==> src/rtl/pe_mac.sv <==
// -----------------------------------------------------------------------------
// pe_mac: single signed multiply-accumulate processing element.
//
// Each enabled cycle one signed feature is multiplied by one signed weight.
// The full-precision product is added into a registered accumulator, and that
// accumulator drives the output directly. A dual-lane PE is built from two
// instances. The two lanes share pe_row_weight, pe_row_vld and pe_array_vld.
// Each lane has its own pe_row_input, pe_col_vld and pe_row_output.
//
// Ports:
//   clk           in   1             clock, rising edge
//   rstn          in   1             asynchronous active-low reset
//   clr_i         in   1             synchronous accumulator clear (beats enable)
//   pe_row_input  in   FEATURE_WD    signed feature operand
//   pe_row_weight in   WEIGHT_WD     signed weight operand
//   pe_row_output out  PE_OUTPUT_WD  signed accumulator value, registered
//   pe_col_vld    in   1             column valid
//   pe_row_vld    in   1             row valid
//   pe_array_vld  in   1             array-level valid
//
// Valid semantics: there is no ready/back-pressure. A MAC is consumed on a
// rising edge when all three valids are high and clr_i is low. If any valid
// is low, the operands are ignored and the accumulator holds its value.
//
// PE_OUTPUT_WD must be at least FEATURE_WD+WEIGHT_WD. Sums beyond the
// accumulator range wrap modulo 2^PE_OUTPUT_WD. There is no saturation.
// -----------------------------------------------------------------------------
module pe_mac #(
  parameter int FEATURE_WD   = 8,
  parameter int WEIGHT_WD    = 8,
  parameter int PE_OUTPUT_WD = 18
) (
  input  logic                    clk,
  input  logic                    rstn,
  input  logic                    clr_i,
  input  logic [FEATURE_WD-1:0]   pe_row_input,
  input  logic [WEIGHT_WD-1:0]    pe_row_weight,
  output logic [PE_OUTPUT_WD-1:0] pe_row_output,
  input  logic                    pe_col_vld,
  input  logic                    pe_row_vld,
  input  logic                    pe_array_vld
);

  localparam int PROD_WD = FEATURE_WD + WEIGHT_WD;

  logic                           en;
  logic signed [PROD_WD-1:0]      prod;
  logic signed [PE_OUTPUT_WD-1:0] prod_ext;
  logic        [PE_OUTPUT_WD-1:0] acc;

  assign en = pe_col_vld & pe_row_vld & pe_array_vld;

  // Both operands are signed and the result is PROD_WD bits wide, so the
  // product is exact. This includes the most-negative * most-negative case.
  assign prod = $signed(pe_row_input) * $signed(pe_row_weight);

  // A size cast of a signed value sign-extends it. This is also valid when
  // PE_OUTPUT_WD == PROD_WD, where a zero-width replication would be illegal.
  assign prod_ext = PE_OUTPUT_WD'(prod);

  // Clear has priority over enable. If both are high in the same cycle, no
  // product is added and the result is zero.
  always_ff @(posedge clk or negedge rstn) begin
    if (!rstn) begin
      acc <= '0;
    end else if (clr_i) begin
      acc <= '0;
    end else if (en) begin
      acc <= acc + prod_ext;
    end
  end

  assign pe_row_output = acc;

endmodule

==> config.mk <==
export PLATFORM = sky130hd
export DESIGN_NAME = pe_mac
export DESIGN_NICKNAME = d
export VERILOG_FILES = /design/src/rtl/pe_mac.sv
export SDC_FILE = /design/constraint.sdc
export NUM_CORES = 1
export LEC_CHECK = 0
export ABC_AREA = 1
export BUFFER_PORTS_ARGS = -buffer_cell sky130_fd_sc_hd__buf_2
export CAP_MARGIN = 20
export CORE_ASPECT_RATIO = 0.5
export CORE_MARGIN = 3
export CORE_UTILIZATION = 57
export DETAILED_ROUTE_END_ITERATION = 16
export PLACE_DENSITY = 0.87
export SLEW_MARGIN = 30
export SYNTH_ARGS = -nofsm -noshare
export SYNTH_HDL_FRONTEND = slang
export SYNTH_SLANG_ARGS = --single-unit
==> constraint.sdc <==
create_clock -name clk -period 4.7 [get_ports clk]
set_clock_uncertainty 0.05 [all_clocks]
set_input_delay 0 -clock clk [delete_from_list [all_inputs] [get_ports clk]]
set_output_delay 0 -clock clk [all_outputs]
set_load 0.01 [all_outputs]
# [Word-level counts from Yosys, hierarchy flattened]
# Index checks and enable logic that the tools add are counted.
[totals] mem_bits_ro=0 input_bits=22 latch_bits=0 elab_cells=8 mem_count=0 ramBits=0 register_bits=18 output_inout_bits=18
[op_classes] shift=0 n_mux=2 add_sub_neg=1 bitwise=2 reduce_logical=1 div=0 n_mul=1 n_lt_le_gt_ge=0 eq_ne=0
[ops] cell="$mux W18" count=2
[ops] cell="$add A18 B18 Y18" count=1
[ops] cell="$mul A8 B8 Y16" count=1
[ops] cell="$and A1 B1 Y1" count=2
[ops] cell="$reduce_bool A2 Y1" count=1

# [Logic depth before layout (Yosys ltp)]
[logic_depth] depth_word=4 depth_mapped=32 ltp_nobuf=31

# [Least setup slack after synthesis]
# Ideal clock, no wire load.
[synth_timing] kind="in2reg" start="input pe_row_input[0]" end="register acc[17] (netlist: pe_row_output[17])" t_required_ns=4.533 n_path_buf=1 arrival_time_ns=4.747 stages=25 slack_ns=-0.214 path_cell_list="clkbuf_1 -> or2_2 -> fa_1 -> fa_1 -> inv_1 -> fa_1 -> inv_1 -> fa_1 -> inv_1 -> ha_1 -> a21oi_1 -> nand2_1 -> a21oi_1 -> o21ai_0 -> xnor2_1 -> inv_1 -> ha_1 -> a21oi_1 -> o21ai_0 -> a21oi_1 -> nand3_1 -> inv_1 -> nand3_1 -> nand3_1 -> nand2_1"
[synth_between] elab_chain_cells=4
[synth_rtl] item="start: declaration" line_no="36" rtl="input logic [FEATURE_WD-1:0] pe_row_input,"
[synth_rtl] item="$mul A8 B8 Y16" line_no="55" rtl="assign prod = $signed(pe_row_input) * $signed(pe_row_weight);"
[synth_rtl] item="$add A18 B18 Y18" line_no="69" rtl="acc <= acc + prod_ext;"
[synth_rtl] item="$mux W18" line_no="68" rtl="end else if (en) begin"
[synth_rtl] item="$mux W18" line_no="66" rtl="end else if (clr_i) begin"
[synth_rtl] item="end signal: assignment" line_no="69"
[synth_rtl] item="end: declaration" line_no="49" rtl="logic [PE_OUTPUT_WD-1:0] acc;"
# No other way between the ends. The select of a mux whose other input is x is not followed.
# A chain may end at the register's enable or synchronous reset.

# [Worst setup path after layout]
[layout_timing] start="input pe_row_input[6]" end="register acc[17] (netlist: pe_row_output[17])"
# Same word-level chain as after synthesis.

==> results.json <==
{
  "drt_wl_total_um": 12600,
  "synth_nets": 738,
  "cts.root.buffer_cell": "clkbuf_16",
  "largest_register_ffs": 18,
  "final_nets": 822,
  "insertion_delay_ps": 250,
  "core_area_sq_um": 6990,
  "dp_slack_ps": -473,
  "routedWlPerCell_um": 16.0,
  "ys_ff_latch": 18,
  "stdcell_area_sq_um": 5520,
  "die_w_um": 129,
  "critPathMaxFanout": 8,
  "clk_path_buf_depth": 2,
  "maxSlewHeadroom_pct": 67.6,
  "syn2layout_area_growth_pct": 28.0,
  "status": "complete, but fails checks",
  "yosysSeqAreaShare_pct": 10.4,
  "die_area_sq_um": 8710,
  "cts_buffers": 3,
  "port_buffers": 39,
  "worstSetupPathType": "in -> reg",
  "synth_commonest_cells": "inv_1 (169), nand2_1 (155), fa_1 (56)",
  "critical_path_arrival_ps": 5050,
  "cts_max_level": 1,
  "gp_congestion": 0.923,
  "hold_slack_ps": 78.7,
  "seq_area_sq_um": 450,
  "synthMostInstantiatedCell": "inv_1",
  "r2r-end": "pe_row_output[10]",
  "postRouteAntennaNets": 0,
  "grt_max_degree": 19,
  "vias": 4327,
  "yosysTopAreaCell": "fa_1",
  "max_stage_delay_ps": 590,
  "boundaryPins": 40,
  "route.detailed.drc": 0,
  "yosys.area.top_type_share_pct": 26.0,
  "clkSlewWorstSetupHoldPaths_ps": 60,
  "synth-edff-count": 0,
  "cp-endpoint": "pe_row_output[17]",
  "end_kind": "flip-flop",
  "diodes": 0,
  "drive_gt1_share_pct": 29.1,
  "drtPass1Iterations": 5,
  "grt_overflow": 0,
  "syn_area_per_cell_sq_um": 7.03,
  "final.period_utilization_pct": 105,
  "r2r_cells": 13,
  "cp-start-kind": "input pin",
  "synth.distinct_cells": 33,
  "min_period_ps": 4960,
  "r2r-start": "pe_row_output[0]",
  "synth_warnings": 0,
  "grt_use_total_pct": 25.4,
  "ys_top_cells_by_area": "fa_1 (26%), inv_1 (15%), nand2_1 (13%)",
  "syn_inst": 614,
  "setup_ws_ps": -255,
  "worstPathRequired_ps": 4790,
  "rsz0062_at_grt": "true",
  "hold_viol": 0,
  "dpl-instance-area_sq_um": 4990,
  "nFillCells": 404,
  "slew_viol_final": 0,
  "critPathSlowestCell": "fa_1",
  "grt_pass1_wl_um": 17900,
  "synthArstFlopShare_pct": 100,
  "multi_input_comb_area_sq_um": 3550,
  "failed_checks": "setup timing",
  "vias_per_cell": 5.48,
  "tightestPinTransition_ps": 483,
  "r2r_slack_ps": 2480,
  "ys.flop_type": "dfrtp_1",
  "cts_sinks": 18,
  "syn_area_sq_um": 4310,
  "hpwl_um": 8830,
  "crit_start": "pe_row_input[6]",
  "antenna_found_initial": 0,
  "fmax_mhz": 202,
  "maxCapViolations": 0,
  "row_count": 21,
  "first_global_vias": 4056,
  "setup_violations": 5,
  "drt_iter0_markers": 379,
  "start_util_pct": 61.7,
  "worstHoldPathType": "in -> reg",
  "cts_tree": "built",
  "fp.dieH_um": 67.5
}
-- critical path: cells and delay by family --
family                     cells  cell delay [ps]
adders and majority gates      6             2840
buffers and inverters          7              470
and+or+nand+nor               10              850
AOI/OAI and AO/OA              5              800
xor gates and xnor gates       1               80
-- metal layers --
metal  vias up  GRT usage, %  share of wire [%]
li1       2004             -                  -
met1      2045          34.3                 42
met2       234          45.4                 48
met3        44          2.45                8.0
met4         0          4.97                2.2
met5         -             0                  0
-- cell type report --
type                       count  area share (%)
multi-input combinational    408            64.2
sequential                    18            8.16
inverter                     172            11.7
tap                           92            2.08
timing repair buffer          95            12.2
clock buffer                   4            1.61
-- timing repair --
action | 4_1_cts | 5_1_grt
setup endpoints to repair | 7 | 9
resized for setup | 16 | 96
pin swaps | 13 | 32
hold buffers | 2 | 0
endpoints found under the hold margin | 19 | 0
setup buffers | 1 | 3
gates cloned | 0 | 0
-- stage by stage --
stage               TNS, ps  std cells  utilization (%)
floorplan             -15.7        614                -
global placement      -1500        779             71.5
detailed placement    -2770        779             71.5
CTS                       0        786             73.8
global route          -1930        789             79.0
finish                 -623        789             79.0
-- kinds of logic (layout without fill, tap and decap cells) --
kind of cell | after synthesis | in the layout | share of synthesized area (%)
buffers and inverters | 188 | 271 | 16.5
AND/OR/NAND/NOR | 224 | 224 | 22.0
adder cells (fa/ha/maj) | 102 | 102 | 39.3
AO/OA/AOI/OAI | 69 | 69 | 9.02
flip-flops | 18 | 18 | 10.4
XOR/XNOR | 13 | 13 | 2.64
-- worst min-delay path by stage --
| stage | from | end | slack [ps] | cells after the start |
|---|---|---|---|---|
| 2_1_floorplan | rstn | pe_row_output[0] | -350 | 0 |
| 3_3_place_gp | rstn | pe_row_output[4] | -90 | 1 |
| 3_5_place_dp | rstn | pe_row_output[6] | -90 | 1 |
| 4_1_cts | pe_row_vld | pe_row_output[6] | 90 | 3 |
| 5_1_grt | pe_row_vld | pe_row_output[6] | 120 | 3 |
| 6_report | pe_row_vld | pe_row_output[6] | 80 | 3 |
-- placed cells by master, fill, tap and decap left out, types with 2 or more instances in the layout --
master,Yosys,routed
a21oi_4,0,2
nand4_1,4,4
nor2_2,2,7
buf_4,0,55
nand2_2,5,20
nand2_1,155,138
o21ai_0,20,14
inv_2,1,21
clkinv_1,2,2
ha_1,46,32
xnor2_1,6,5
fa_2,0,3
nand2_4,0,2
clkbuf_16,0,3
nor2_4,1,4
nand3_2,5,13
ha_2,0,2
dfrtp_1,18,18
a21o_1,4,4
o21ai_2,2,2
fa_1,56,53
clkbuf_4,0,2
nand3_1,26,18
buf_6,1,6
a21oi_2,2,11
xor2_1,7,7
buf_2,0,29
nor2_1,21,13
a21oi_1,29,18
ha_4,0,12
inv_1,169,149
dlygate4sd3_1,0,2
o21ai_1,5,11
Power is not shown: default switching activity piles up to over one toggle a cycle in this logic, so the estimate is an artifact.
